<file path="config.mk">
export PLATFORM = sky130hd
export DESIGN_NAME = network_mul_share_arb
export DESIGN_NICKNAME = d
export VERILOG_FILES = /design/src/rtl/network_mul_share_arb.sv
export SDC_FILE = /design/constraint.sdc
export NUM_CORES = 1
export LEC_CHECK = 0
export ABC_AREA = 1
export BUFFER_PORTS_ARGS = -buffer_cell sky130_fd_sc_hd__buf_2
export CORE_ASPECT_RATIO = 1.1
export CORE_MARGIN = 2
export CORE_UTILIZATION = 35
export CTS_CLUSTER_DIAMETER = 150
export DETAILED_ROUTE_END_ITERATION = 8
export HOLD_SLACK_MARGIN = 0.02
export PLACE_DENSITY_LB_ADDON = 0.15
export SETUP_SLACK_MARGIN = 0.3
export SYNTH_ARGS = -nofsm -noshare
export SYNTH_HDL_FRONTEND = slang
export SYNTH_SLANG_ARGS = --single-unit
</file>
<file path="constraint.sdc">
create_clock -name clk -period 2.12 [get_ports clk]
set_clock_uncertainty 0.1 [all_clocks]
set_input_delay 0.106 -clock clk [delete_from_list [all_inputs] [get_ports clk]]
set_output_delay 0.106 -clock clk [all_outputs]
set_load 0.02 [all_outputs]
</file>
<file path="src/rtl/network_mul_share_arb.sv">
// Round-robin arbiter that time-shares one external pipelined 16s x 12u multiplier
// among NUM_REQ requesters, tracking tags alongside the multiplier pipeline.
module network_mul_share_arb #(
  parameter int NUM_REQ     = 4,
  parameter int MUL_LATENCY = 2,
  parameter int TAG_W       = 2
) (
  input  logic                  clk,
  input  logic                  reset,
  input  logic [NUM_REQ-1:0]    req_valid,
  input  logic [16*NUM_REQ-1:0] req_a,
  input  logic [12*NUM_REQ-1:0] req_b,
  output logic [NUM_REQ-1:0]    req_ready,
  output logic                  mul_ce,
  output logic [15:0]           mul_din0,
  output logic [11:0]           mul_din1,
  input  logic [27:0]           mul_dout,
  output logic                  res_valid,
  output logic [27:0]           res_data,
  output logic [TAG_W-1:0]      res_tag,
  input  logic                  res_ready
);

  logic [TAG_W-1:0]       rr_ptr;
  logic [TAG_W-1:0]       grant_idx;
  logic                   grant_any;
  logic                   issue;
  logic                   stall;
  logic [TAG_W:0]         cand;
  logic [MUL_LATENCY-1:0] vld_pipe;
  logic [TAG_W-1:0]       tag_pipe [MUL_LATENCY];

  // A held result freezes everything, including the multiplier itself via ce.
  assign res_valid = vld_pipe[MUL_LATENCY-1] & ~reset;
  assign res_tag   = tag_pipe[MUL_LATENCY-1];
  assign res_data  = mul_dout;
  assign stall     = res_valid & ~res_ready;
  assign mul_ce    = ~stall & ~reset;
  assign issue     = mul_ce & grant_any;

  always_comb begin
    grant_any = 1'b0;
    grant_idx = '0;
    cand      = '0;
    for (int k = 0; k < NUM_REQ; k++) begin
      cand = {1'b0, rr_ptr} + (TAG_W+1)'(k);
      if (cand >= (TAG_W+1)'(NUM_REQ))
        cand = cand - (TAG_W+1)'(NUM_REQ);
      if (!grant_any && req_valid[cand[TAG_W-1:0]]) begin
        grant_any = 1'b1;
        grant_idx = cand[TAG_W-1:0];
      end
    end
  end

  always_comb begin
    req_ready = '0;
    mul_din0  = '0;
    mul_din1  = '0;
    if (issue) begin
      req_ready[grant_idx] = 1'b1;
      mul_din0 = req_a[grant_idx*16 +: 16];
      mul_din1 = req_b[grant_idx*12 +: 12];
    end
  end

  always_ff @(posedge clk) begin
    if (reset) begin
      rr_ptr   <= '0;
      vld_pipe <= '0;
    end else if (mul_ce) begin
      if (grant_any)
        rr_ptr <= (grant_idx == TAG_W'(NUM_REQ-1)) ? '0 : grant_idx + 1'b1;
      vld_pipe[0] <= grant_any;
      for (int i = 1; i < MUL_LATENCY; i++)
        vld_pipe[i] <= vld_pipe[i-1];
    end
  end

  // Tags need no reset: a stale tag is never visible while its valid bit is clear.
  always_ff @(posedge clk) begin
    if (mul_ce) begin
      tag_pipe[0] <= grant_idx;
      for (int i = 1; i < MUL_LATENCY; i++)
        tag_pipe[i] <= tag_pipe[i-1];
    end
  end

endmodule

</file>
---- Word-level counts from Yosys, hierarchy flattened ----
Memories as Yosys holds them, arrays and structs flattened.
Cells that the tools add are included.
operators by class
  multiplexer cells ....................... 28
  magnitude comparators ................... 10
  reduce and logical (&&, ||, !) cells .... 8
  add/subtract/negate cells ............... 8
  bitwise gates (word level) .............. 7
  multiply operators ...................... 1
  equality and inequality tests ........... 1
  shifts and indexed selects .............. 2
operators by type and width
  operator               count
  $shiftx A64 B7 Y16     1
  $shiftx A48 B7 Y12     1
  $mux W2                9
  $mux W16               1
  $lt A2 B3 Y1 const B   5
  $mux W12               1
  $mux W1                11
  $ge A3 B3 Y1 const B   3
  $bmux W1 S2            4
  $sub A2 B1 Y2 const B  4
  $add A2 B2 Y3 const B  2
  $and A1 B1 Y1          4
  $logic_and A1 B1 Y1    4
  $mul A2 B2 Y4 const B  1
  $mux W4                1
  $add A2 B1 Y3 const B  1
  $ge A2 B3 Y1 const B   1
  $logic_not A1 Y1       3
  $not A1 Y1             3
  $add A2 B1 Y2 const B  1
  $demux W1 S2           1
  $eq A2 B2 Y1 const B   1
  $ge A2 B1 Y1 const B   1
  $reduce_and A2 Y1      1
storage, ports and cells
  memory bits (writable) .................. 4
  word-level logic and storage cells ...... 68
  output and inout bits ................... 64
  memories ................................ 1
  register bits ........................... 4
  bits of input ports ..................... 147
memories
  memory    words  width  rd ports  clocked after memory_dff  write ports  line  text
  tag_pipe  2      2      2         0                         2            31    logic [TAG_W-1:0] tag_pipe [MUL_LATENCY];

---- Depth between registers and ports, before layout ----
  word-level depth ........................ 19
  gate-level depth with buffers ........... 14
  gate-level depth less buffers ........... 13

---- Least setup slack after synthesis ----
OpenSTA, ideal clock, no wires.
  path kind ............................... reg-to-output
  start point ............................. reg vld_pipe[1]
  end point ............................... out mul_din1[1]
  setup slack ............................. 0.070 ns
  data required time ...................... 1.914 ns
  buffers on the path ..................... 1
  arrival time ............................ 1.844 ns
  cell stages (with the launch flop) ...... 5
  path through ............................ dfxtp_1 > a21oi_1 > nand2_1 > clkbuf_1 > a21oi_1
on the way
  cells in the longest elaborated chain, start to end .. 6
ends and longest elaborated chain
  item                              line  text
  start: declaration                30    logic [MUL_LATENCY-1:0] vld_pipe;
  start signal: indexed assignment  76    vld_pipe[i] <= vld_pipe[i-1];
  $and A1 B1 Y1                     34    assign res_valid = vld_pipe[MUL_LATENCY-1] & ~reset;
  $and A1 B1 Y1                     37    assign stall = res_valid & ~res_ready;
  $not A1 Y1                        38    assign mul_ce = ~stall & ~reset;
  $and A1 B1 Y1                     38
  named net mul_ce                  14    output logic mul_ce,
  $and A1 B1 Y1                     39    assign issue = mul_ce & grant_any;
  $mux W12                          60    if (issue) begin
  end: declaration                  16    output logic [11:0] mul_din1,
The timed path passes the listed nets, and every way through them passes these cells.

---- Final worst setup path ----
  start point ............................. reg rr_ptr[0]
  end point ............................... out mul_din0[7]
on the way
  cells in the longest elaborated chain, start to end .. 16
  elaborated cells between the ends (all ways) .. 40
  those cells by class .................... add/sub (7); order compare (4); shift (1); mux (21); bitwise (1); reduce/logical (6)
ends and longest elaborated chain
  item                                                    line  text
  start: declaration                                      24    logic [TAG_W-1:0] rr_ptr;
  start signal: assignment                                73    rr_ptr <= (grant_idx == TAG_W'(NUM_REQ-1)) ? '0 : grant_idx + 1'b1;
  branches (longest 15 deep; another with $add A2 B1 Y3)  --
  $mux W16 *                                              60
  end: declaration                                        15    output logic [15:0] mul_din0,
Mark *: on every way between the ends. The select of a mux whose other input is x is not followed.

==> run summary <==
Clock-pin slew was measured on the worst setup and hold paths at 50 ps. The die is 91.16 µm tall. Once detail routing completed, the nets flagged for antenna violations numbered 0.

The routed layout has 3216 vias. The critical path starts at rr_ptr[0]. The wire length on met2 is 4.965 mm, and the detailed-router iteration count before antenna repair is 4. The flow ran to the end, but the final reports show violations.

In this run, CTS created clock tree buffers numbering 3. The tools report the H-tree depth as 1. For the total cell area at the placement stage, the log shows 0.003530 mm². The total number of clock tree sinks is 8, and the clock period minus final worst setup slack is 2390 ps. The largest fanout of any net on the critical path came out at 6. The tools report the largest net degree at the start of global routing as 43. The number of global-route vias before repair was 3043. In this run the power density over the cells is 1993 mW/mm². TritonCTS built the clock tree. The Yosys step of the flow raised 0 warnings. The checks that failed: setup timing.

The final number of hold-violating endpoints came out at 0. The data required time of the critical path is 1910 ps, and the global-route wire length before repair is 13.36 mm. The congestion estimate from routability-driven global placement came to 0.8338.

Initial antenna violation count: 0. The HPWL reported at the end of detailed placement is 6.119 mm. In this run, distinct cell masters in the synthesized netlist total 23. VDD sags by at most 1.140 mV. Setup repair after global routing could not meet its margin everywhere.

Cells fill 67.38% of the core in the end. For the pin with the worst max-slew slack, the measured transition is 238.7 ps. Sequential elements use 8.282% of the synthesized area.

The total of max-cap violations is 0, and the number of remaining DRC errors is 0. The tightest min-delay check is of the in2reg type. The finished cells cover 0.004469 mm². Measured along the x axis, the die boundary spans 83.24 µm.

The leakage power was 2.379 nW. The cell at the root of the clock tree is sky130_fd_sc_hd__clkbuf_8. The worst setup path is captured at an output port. The period utilization was 112.7%; the total I/O pin count was 211. The run gives 0.006633 mm² as the placeable core area. The mapped netlist covers 0.002417 mm². The run gives 8.885 mm as the total detailed-routing wirelength. Dividing the detail-routed wire length by the instance count gives 13.59 µm. The top routing layer in use is met4. In the layout the commonest cells are sky130_fd_sc_hd__buf_2 (122), sky130_fd_sc_hd__inv_1 (94), sky130_fd_sc_hd__nand2_1 (53), sky130_fd_sc_hd__nand3_2 (44), sky130_fd_sc_hd__nand3_1 (38).

For this block, wires on met1 add up to 3.330 mm. After the last flow step, the layout net total stands at 724. The die covers 0.007588 mm². On the worst path, the slowest cell contributes a delay of 370 ps.

The startpoint class of the critical path was a register. The setup slack after layout is -269.7 ps. The growth of design area from synthesis to finish was 84.89%.

The startpoint identified for the worst hold timing path is reset. Global routing used 20.59% of the available tracks. At the placement stage, the worst setup path has a slack of -55.68 ps. Cells with a size suffix above 1 make up 59.97% of the layout.

The net count after synthesis is 583, and the relative slew slack is 84.09%. The clock reaches the later pin of the worst-skew pair after 230 ps. The sum of buffers and inverters on the critical path was 5. The cell family contributing the most delay on the critical path is simple AND/OR/NAND/NOR gates. The number of buffers between clock root and the deepest sink came out at 2. The number of diodes added for antenna fixing was 0.

In the synthesized netlist, the number of instances is 432. The logs give 34 for the count of endpoints failing setup in the final report and 2180 ps for the endpoint arrival time on the critical path. The highest-delay cell along the critical path is sky130_fd_sc_hd__dfxtp_4. The highest attainable clock frequency came out at 418.5 MHz. The number of port buffers is 154. The class of the most critical setup path is reg2out.

The routed length on met3 is 552 µm, and the number of synthesized register bits is 8. For the final count of pins violating max slew, the log shows 0. In the routed layout, each cell is associated on average with a via count of 4.917.

For this run the aggregate overflow at the end of global routing stands at 0. The beginning of the worst register-to-register path was rr_ptr[0]. After the first detailed-routing iteration, the DRC count stood at 80.

The initial utilization of the core area, before any placement, comes to 36.45%. The standard-cell row count was 31; the average cell area after synthesis was 5.596 µm². Traced cell by cell, the critical path runs through buf_6 > nand2_1 > nand2_1 > nand2_2 > nand2_2 > nor2_4 > buf_6 > nand2_2 > nand3_2 > nand2_4 > inv_8 > clkbuf_16 > nand3_2 > a21oi_4 > buf_6. The library cell used most frequently in the layout, excluding fill and tap cells, is sky130_fd_sc_hd__buf_2.
[per-layer routing]
layer	global-route usage (%)	up-vias
met3	3.364	10
met1	22.84	1497
met5	0	-
met2	41.40	116
li1	-	1593
met4	2.596	0
[cell type report]
cell class	count	area, µm²
Tap cell	82	102.6
Multi-Input combinational cell	264	2162
Inverter	102	400.4
Clock buffer	4	45.04
Timing Repair Buffer	194	1551
Sequential cell	8	207.7
Fill cell	608	2163
[worst reg2reg max path, cell delays in order (launching register included)]
cell and delay [ps]:
sky130_fd_sc_hd__dfxtp_4 400, sky130_fd_sc_hd__buf_6 120, sky130_fd_sc_hd__nand2_1 50, sky130_fd_sc_hd__nand2_1 100
sky130_fd_sc_hd__nand2_2 60, sky130_fd_sc_hd__nand2_2 70, sky130_fd_sc_hd__nor2_4 60, sky130_fd_sc_hd__buf_6 110
sky130_fd_sc_hd__buf_4 120, sky130_fd_sc_hd__buf_4 120, sky130_fd_sc_hd__nand3b_1 110, sky130_fd_sc_hd__nand2_4 140
sky130_fd_sc_hd__buf_8 180, sky130_fd_sc_hd__buf_4 140, sky130_fd_sc_hd__a211oi_1 220
[flip-flops by register name (all words and copies together), names as in the netlist]
| signal | count |
|---|---|
| tag_pipe | 4 |
| vld_pipe | 2 |
| rr_ptr | 2 |
[power by group]
part / internal, mW / leakage [nW] / switching, mW
Clock: 0.131 / 0.0228 / 0.0675
Sequential: 0.246 / 0.0738 / 0.0536
Combinational: 3.78 / 2.28 / 4.63
Total: 4.16 / 2.38 / 4.75
[Yosys cell counts (all sizes together)]
master / count / area, µm²
inv: 102 / 382.9
nand2: 94 / 390.4
nand3: 90 / 505.5
buf: 54 / 380.4
a21oi: 30 / 187.7
nand3b: 29 / 217.7
nor2: 10 / 45.04
clkbuf: 4 / 15.01
dfxtp: 4 / 80.08
edfxtp: 4 / 120.1
ha: 4 / 50.05
o21ai: 3 / 15.01
a211oi: 2 / 15.01
a31oi: 1 / 6.260
nand4: 1 / 6.260
[timing repair]
item                       CTS  global route
hold buffers                 0             0
cloned                       3             5
setup endpoints to repair   35            37
pin swaps                    8            31
resized for setup           98            69
setup buffers                8             2
[path summary, 6_finish.rpt]
path / endpoint / slack [ps] / cells past startpoint
worst max-delay path: mul_din0[7] / -270 / 15
worst min-delay path: rr_ptr[1] / 10 / 2
worst max register to register: rr_ptr[0] / -90 / 14
worst min register to register: tag_pipe[0][3] / 330 / 0
[cells by family (layout without fill, tap and decap cells)]
family	count (synthesis)	in the layout	synth area share, %
and+or+nand+nor	224	224	48.19
buffers and inverters	160	300	32.19
AOI/OAI and AO/OA	36	36	9.265
DFF	8	8	8.282
adders and majority gates	4	4	2.070
[per-stage QoR]
stage,hold slack [ps],std cells,TNS [ps],power [mW]
floorplan,77.00,432,0,5.061
global placement,112.1,632,-35.13,6.209
detailed placement,112.1,632,-546.9,6.266
CTS,20.80,647,-5906,7.882
global route,24.37,654,-10980,9.503
finish,14.72,654,-7864,8.907
No activity file was read; power rests on OpenSTA's default activity.
